<file path="src/rtl/mult_div_pkg.sv">
// rtl/mult_div_pkg.sv - shared state, op encodings and sign helpers for the multiply/divide unit
package mult_div_pkg;

   typedef enum logic [1:0] {
      IDLE   = 2'd0,
      RUN    = 2'd1,
      FINISH = 2'd2
   } state_e;

   localparam logic OP_MULT = 1'b0;
   localparam logic OP_DIV  = 1'b1;

   // Helpers work on the widest value the unit handles (a 2*32-bit product);
   // callers zero-extend into and truncate out of this width.
   localparam int MAX_WIDTH = 64;

   function automatic logic [MAX_WIDTH-1:0] twos_neg(input logic [MAX_WIDTH-1:0] v);
      return ~v + 1'b1;
   endfunction

   function automatic logic [MAX_WIDTH-1:0] abs_val(input logic [MAX_WIDTH-1:0] v,
                                                    input logic                 neg);
      return neg ? twos_neg(v) : v;
   endfunction

endpackage

</file>
<file path="src/rtl/mult_div_unit_if.sv">
// rtl/mult_div_unit_if.sv - start/done handshake and HI/LO result bundle
interface mult_div_unit_if #(
   parameter int WIDTH = 32
);
   logic             start;
   logic             op;
   logic [WIDTH-1:0] a;
   logic [WIDTH-1:0] b;
   logic             busy;
   logic             done;
   logic             div_zero;
   logic [WIDTH-1:0] hi;
   logic [WIDTH-1:0] lo;

   modport master (
      output start, op, a, b,
      input  busy, done, div_zero, hi, lo
   );

   modport slave (
      input  start, op, a, b,
      output busy, done, div_zero, hi, lo
   );
endinterface

</file>
<file path="src/rtl/mult_div_unit.sv">
// rtl/mult_div_unit.sv - multi-cycle signed multiply/divide unit owning HI and LO
module mult_div_unit
   import mult_div_pkg::*;
#(
   parameter int WIDTH = 32
) (
   input  logic           clk,
   input  logic           reset_n,
   mult_div_unit_if.slave bus
);

   localparam int CNT_W = $clog2(WIDTH);
   localparam int DW    = 2 * WIDTH;

   state_e           state_q;
   logic             op_q;
   logic             neg_a_q;
   logic             neg_b_q;
   logic             b_zero_q;
   logic [CNT_W-1:0] cnt_q;
   // MULT: {partial product, remaining multiplier bits}; DIV: low half is dividend in / quotient out
   logic [DW-1:0]    acc_q;
   // MULT: |a| multiplicand; DIV: |b| divisor
   logic [WIDTH-1:0] opnd_q;
   logic [WIDTH-1:0] rem_q;
   logic             busy_q;
   logic             done_q;
   logic             div_zero_q;
   logic [WIDTH-1:0] hi_q;
   logic [WIDTH-1:0] lo_q;

   logic [WIDTH-1:0] mag_a;
   logic [WIDTH-1:0] mag_b;
   logic [WIDTH:0]   mul_sum;
   logic [DW-1:0]    mul_next;
   logic [WIDTH:0]   div_shift;
   logic [WIDTH:0]   div_diff;
   logic [DW-1:0]    prod_res;
   logic [WIDTH-1:0] quot_res;
   logic [WIDTH-1:0] rem_res;

   // Operand magnitudes, one iteration step for each op, and sign-corrected results
   always_comb begin
      mag_a     = WIDTH'(abs_val(MAX_WIDTH'(bus.a), bus.a[WIDTH-1]));
      mag_b     = WIDTH'(abs_val(MAX_WIDTH'(bus.b), bus.b[WIDTH-1]));
      mul_sum   = {1'b0, acc_q[DW-1:WIDTH]} + (acc_q[0] ? {1'b0, opnd_q} : '0);
      mul_next  = {mul_sum, acc_q[WIDTH-1:1]};
      div_shift = {rem_q, acc_q[WIDTH-1]};
      div_diff  = div_shift - {1'b0, opnd_q};
      prod_res  = (neg_a_q ^ neg_b_q) ? DW'(twos_neg(MAX_WIDTH'(acc_q))) : acc_q;
      quot_res  = (neg_a_q ^ neg_b_q) ? WIDTH'(twos_neg(MAX_WIDTH'(acc_q[WIDTH-1:0])))
                                      : acc_q[WIDTH-1:0];
      // Remainder follows the dividend; with b == 0 this reproduces a exactly
      rem_res   = neg_a_q ? WIDTH'(twos_neg(MAX_WIDTH'(rem_q))) : rem_q;
   end

   // Control FSM with datapath registers and registered outputs
   always_ff @(posedge clk) begin
      if (!reset_n) begin
         state_q    <= IDLE;
         op_q       <= OP_MULT;
         neg_a_q    <= 1'b0;
         neg_b_q    <= 1'b0;
         b_zero_q   <= 1'b0;
         cnt_q      <= '0;
         acc_q      <= '0;
         opnd_q     <= '0;
         rem_q      <= '0;
         busy_q     <= 1'b0;
         done_q     <= 1'b0;
         div_zero_q <= 1'b0;
         hi_q       <= '0;
         lo_q       <= '0;
      end else begin
         case (state_q)
            IDLE: begin
               done_q <= 1'b0;
               if (bus.start) begin
                  op_q       <= bus.op;
                  neg_a_q    <= bus.a[WIDTH-1];
                  neg_b_q    <= bus.b[WIDTH-1];
                  b_zero_q   <= (bus.b == '0);
                  cnt_q      <= CNT_W'(WIDTH - 1);
                  rem_q      <= '0;
                  busy_q     <= 1'b1;
                  div_zero_q <= 1'b0;
                  if (bus.op == OP_DIV) begin
                     acc_q  <= {{WIDTH{1'b0}}, mag_a};
                     opnd_q <= mag_b;
                  end else begin
                     acc_q  <= {{WIDTH{1'b0}}, mag_b};
                     opnd_q <= mag_a;
                  end
                  state_q <= RUN;
               end
            end
            RUN: begin
               if (op_q == OP_MULT) begin
                  acc_q <= mul_next;
               end else if (!div_diff[WIDTH]) begin
                  rem_q <= div_diff[WIDTH-1:0];
                  acc_q <= {acc_q[DW-1:WIDTH], acc_q[WIDTH-2:0], 1'b1};
               end else begin
                  rem_q <= div_shift[WIDTH-1:0];
                  acc_q <= {acc_q[DW-1:WIDTH], acc_q[WIDTH-2:0], 1'b0};
               end
               if (cnt_q == '0) begin
                  state_q <= FINISH;
               end else begin
                  cnt_q <= cnt_q - 1'b1;
               end
            end
            FINISH: begin
               if (op_q == OP_MULT) begin
                  hi_q <= prod_res[DW-1:WIDTH];
                  lo_q <= prod_res[WIDTH-1:0];
               end else begin
                  hi_q <= rem_res;
                  lo_q <= b_zero_q ? {WIDTH{1'b1}} : quot_res;
               end
               div_zero_q <= (op_q == OP_DIV) && b_zero_q;
               done_q     <= 1'b1;
               busy_q     <= 1'b0;
               state_q    <= IDLE;
            end
            default: begin
               state_q <= IDLE;
            end
         endcase
      end
   end

   assign bus.busy     = busy_q;
   assign bus.done     = done_q;
   assign bus.div_zero = div_zero_q;
   assign bus.hi       = hi_q;
   assign bus.lo       = lo_q;

endmodule

</file>
<file path="src/flat_wrapper.sv">
// flat-port wrapper written by rule: the top's interface ports become plain ports
module mult_div_unit_flat import mult_div_pkg::*;
#(
   parameter int WIDTH = 32
)
  (clk, reset_n, bus_start, bus_op, bus_a, bus_b, bus_busy, bus_done, bus_div_zero, bus_hi, bus_lo);
  mult_div_unit_if #(.WIDTH(WIDTH)) bus_i ();
  input  logic clk;
  input  logic reset_n;
  input wire logic [$bits(bus_i.start)-1:0] bus_start;
  input wire logic [$bits(bus_i.op)-1:0] bus_op;
  input wire logic [$bits(bus_i.a)-1:0] bus_a;
  input wire logic [$bits(bus_i.b)-1:0] bus_b;
  output wire logic [$bits(bus_i.busy)-1:0] bus_busy;
  output wire logic [$bits(bus_i.done)-1:0] bus_done;
  output wire logic [$bits(bus_i.div_zero)-1:0] bus_div_zero;
  output wire logic [$bits(bus_i.hi)-1:0] bus_hi;
  output wire logic [$bits(bus_i.lo)-1:0] bus_lo;
  assign bus_i.start = bus_start;
  assign bus_i.op = bus_op;
  assign bus_i.a = bus_a;
  assign bus_i.b = bus_b;
  assign bus_busy = bus_i.busy;
  assign bus_done = bus_i.done;
  assign bus_div_zero = bus_i.div_zero;
  assign bus_hi = bus_i.hi;
  assign bus_lo = bus_i.lo;
  mult_div_unit #(.WIDTH(WIDTH)) u_core (.clk(clk), .reset_n(reset_n), .bus(bus_i));
endmodule
</file>
<file path="config.mk">
export PLATFORM = sky130hd
export DESIGN_NAME = mult_div_unit_flat
export DESIGN_NICKNAME = d
export VERILOG_FILES = /design/src/rtl/mult_div_pkg.sv /design/src/rtl/mult_div_unit_if.sv /design/src/rtl/mult_div_unit.sv /design/src/flat_wrapper.sv
export SDC_FILE = /design/constraint.sdc
export NUM_CORES = 1
export LEC_CHECK = 0
export CAP_MARGIN = 15
export CORE_MARGIN = 4
export CORE_UTILIZATION = 50
export CTS_BUF_LIST = sky130_fd_sc_hd__clkbuf_8
export CTS_CLUSTER_SIZE = 20
export DETAILED_ROUTE_END_ITERATION = 6
export GPL_TIMING_DRIVEN = 0
export PLACE_DENSITY = 0.72
export SLEW_MARGIN = 20
export SYNTH_ARGS = -nofsm -noshare
export SYNTH_HDL_FRONTEND = slang
export SYNTH_SLANG_ARGS = --single-unit
</file>
<file path="constraint.sdc">
create_clock -name clk -period 3.77 [get_ports clk]
set_input_delay 0.754 -clock clk [delete_from_list [all_inputs] [get_ports clk]]
set_output_delay 0.754 -clock clk [all_outputs]
set_load 0.1 [all_outputs]
</file>
==> out/results.ini <==
[outcome]
status=finished clean

[finish]
stdcell_area_sq_um=18210
finalNonFillerCells=2676
drive_above_1_share=0.04912
n_antenna_cell=0
area_growth_pct=17.58
final_nets=2391

[sta]
fmax_ghz=0.2749
finalCriticalPeriod_ns=3.637
skew_ns=0.03879
worstMarginPinSlew_ns=1.149
final_max_slew_viol_count=0
fin_setup_tns_ns=0
setup_viol_count_final=0
relSlewSlack=0.2310
hold_violations=0
period_share=0.9648
rsz0062_at_grt=false

[floorplan]
row_count=64
die_h_um=184.0
coreArea_sq_um=30590
die_w_um=184.0
die_area_sq_um=33850
start_util=0.5063
io_pins=135

[yosys]
syn_inst=2077
synth_nets=2217
syn_area_sq_um=15490
seq_area_frac_synth=0.2663
synth_seq_cells=206
avgSynthCellArea_sq_um=7.457
synth_top_flop_cell=dfxtp_1
synth_edf_count=0
yosysUniqueCellTypes=78
synth_warnings=0
async_flop_share=0

[clock_tree]
cts_max_path_buffers=3
cts.sinks=206
cts_tree=yes
worstSkewPairLatency_ns=0.57
clkTransAtPathRegs_ns=0.06
htree_levels=2
cts_root_buf=clkbuf_8
cts_buffers=39

[power_and_ir_drop]
vdd_drop_max_mv=0.2935
p_leak_nw=6.936
p_total_w=0.006798
p_per_area_nw_per_um2=373.3

[placement]
numPlacedInstances=2606
dpl_cell_area_sq_um=17310
portBuffers=133
place_congestion=1.013
hpwl_mm=46.06

[critical_path]
slowest_delay_ns=0.43
required_ns=4.19
cpMostUsedCell=nor2_1
reg2reg_depth=14
critical-path-slowest-cell=dfxtp_2
crit_arrival_ns=4.06
path_depth=14
setup.worst_path.class=reg2reg
start_kind=register
crit_family=compound AO/OA/AOI/OAI gates
cp_num_buf_inv=3
end_kind=register
cp_cell_sequence=inv_1 > clkbuf_2 > nor2_1 > ha_1 > clkbuf_1 > and4_1 > and2_1 > a221o_1 > a41oi_1 > o21ai_1 > a211oi_2 > nor2_1 > a2111oi_0 > o31ai_1
crit_path_max_fanout=10

[drt]
drt_iter0_drc=1671
first_pass_iters=6
wirelength_mm=58.92
ant_nets=0
route.detailed.drc=0
num_vias=16819
viasPerCell=6.285
wl_per_cell_um=22.02

[worst_hold_path]
hold_class=reg2reg
hold_path_depth=2

[global_routing]
grt_use_total=0.3339
overflow=0
grt_max_degree=11
first_global_vias=15962
antenna_found_initial=1
grt_pass1_wl_mm=89.68

[flow_run]
maxCapViolCount=0

-- registers in the layout, indices dropped and copies added, names as in the netlist, 2 cells and up --
name            flops
u_core.state_q      2
u_core.acc_q       64
u_core.opnd_q      32
u_core.bus.hi      32
u_core.bus.lo      32
u_core.rem_q       32
u_core.cnt_q        5
-- cell type report --
| class | instances | area, sq um |
|---|---|---|
| buffer | 145 | 571.8 |
| multi-input combinational | 1665 | 10610 |
| sequential | 206 | 4126 |
| clock buffer | 48 | 660.6 |
| clock inverter | 22 | 180.2 |
| timing repair buffer | 134 | 1339 |
| tap | 396 | 495.5 |
| fill | 2865 | 12380 |
| inverter | 60 | 225.2 |
-- cell usage in the layout (no fill, tap or decap), types with 52 or more instances in the layout --
cell type,synthesis,layout
clkbuf_1,126,119
nand2_1,224,224
a21oi_1,205,205
xnor2_1,110,110
nor2_1,191,191
mux2i_1,52,52
o21ai_0,199,196
ha_1,70,70
inv_1,59,69
clkdlybuf4s50_1,0,133
dfxtp_1,206,204
xor2_1,96,96
-- layer usage --
metal / wire length [um] / share of wire / global-route usage
met5: 8 / 0.00014 / 0
met4: 3300 / 0.056 / 0.1573
met1: 24090 / 0.41 / 0.4405
met2: 26680 / 0.45 / 0.5419
met3: 4840 / 0.082 / 0.04432
-- where the power goes --
group          switching, W  internal (W)
combinational       0.00131      0.000676
sequential         0.000123       0.00229
clock               0.00104       0.00136
-- worst reg2reg max path, stage by stage (launching register included) --
cell	delay [ns]
dfxtp_2	0.43
inv_1	0.18
clkbuf_2	0.22
nor2_1	0.23
ha_1	0.26
clkbuf_1	0.19
and4_1	0.24
and2_1	0.17
a221o_1	0.30
a41oi_1	0.16
o21ai_1	0.20
a211oi_2	0.32
nor2_1	0.08
a2111oi_0	0.39
o31ai_1	0.14
-- cells by family (layout without fill, tap and decap cells) --
| group | count (synthesis) | in the layout | synth area share |
|---|---|---|---|
| buffers and inverters | 206 | 409 | 0.05106 |
| DFF | 206 | 206 | 0.2663 |
| AOI/OAI and AO/OA | 679 | 679 | 0.2729 |
| and+or+nand+nor | 647 | 647 | 0.1940 |
| muxes | 61 | 61 | 0.04015 |
| xor gates and xnor gates | 206 | 206 | 0.1165 |
| adders and majority gates | 72 | 72 | 0.05914 |
-- per-stage QoR --
stage          hold WS [ns]  setup WS, ns  utilization
3_3_place_gp         0.4329       -0.5942       0.5660
3_5_place_dp         0.4389       -0.7004       0.5660
5_1_grt              0.4609       0.02607       0.5953
2_1_floorplan        0.4319        0.4013            -
6_report             0.4432        0.1329       0.5953
4_1_cts              0.4472      0.007805       0.5944
-- cells in the mapped netlist, types with 10 or more instances --
cell / n / area share
inv_1: 59 / 0.014
a21oi_1: 205 / 0.066
or4_1: 19 / 0.0092
o31ai_1: 35 / 0.017
and2_1: 10 / 0.0040
nor4_1: 21 / 0.0085
mux2i_1: 52 / 0.034
a31oi_1: 15 / 0.0061
nor2_1: 191 / 0.046
buf_1: 13 / 0.0032
clkbuf_1: 126 / 0.031
o41ai_1: 18 / 0.010
xnor2_1: 110 / 0.062
nor3_1: 31 / 0.010
a2bb2oi_1: 10 / 0.0057
nor2b_1: 13 / 0.0053
a22oi_1: 14 / 0.0068
ha_1: 70 / 0.057
a21o_1: 24 / 0.012
nand3_1: 48 / 0.016
o221ai_1: 10 / 0.0057
nand2_1: 224 / 0.054
o21a_1: 11 / 0.0053
dfxtp_1: 206 / 0.27
o211ai_1: 24 / 0.012
a211oi_1: 37 / 0.018
nand2b_1: 14 / 0.0057
o21ai_0: 199 / 0.064
xor2_1: 96 / 0.054
nand4_1: 19 / 0.0077
or3_1: 15 / 0.0061
-- final timing paths --
| kind | from | end | slack [ns] |
|---|---|---|---|
| min | u_core.bus.hi[9] | u_core.bus.hi[9] | 0.44 |
| max reg2reg | u_core.acc_q[0] | u_core.acc_q[63] | 0.13 |
| min reg2reg | u_core.bus.hi[9] | u_core.bus.hi[9] | 0.44 |
| max | u_core.acc_q[0] | u_core.acc_q[63] | 0.13 |
-- what timing repair did --
| action | 4_1_cts | 5_1_grt |
|---|---|---|
| endpoints found under the hold margin | 0 | 0 |
| hold buffers | 0 | 0 |
| setup endpoints to repair | 35 | 27 |
| pin swaps | 1 | 0 |
| buffers inserted | 1 | 0 |
| resized for setup | 7 | 15 |
Note: power is estimated with default switching activity, not from simulation.
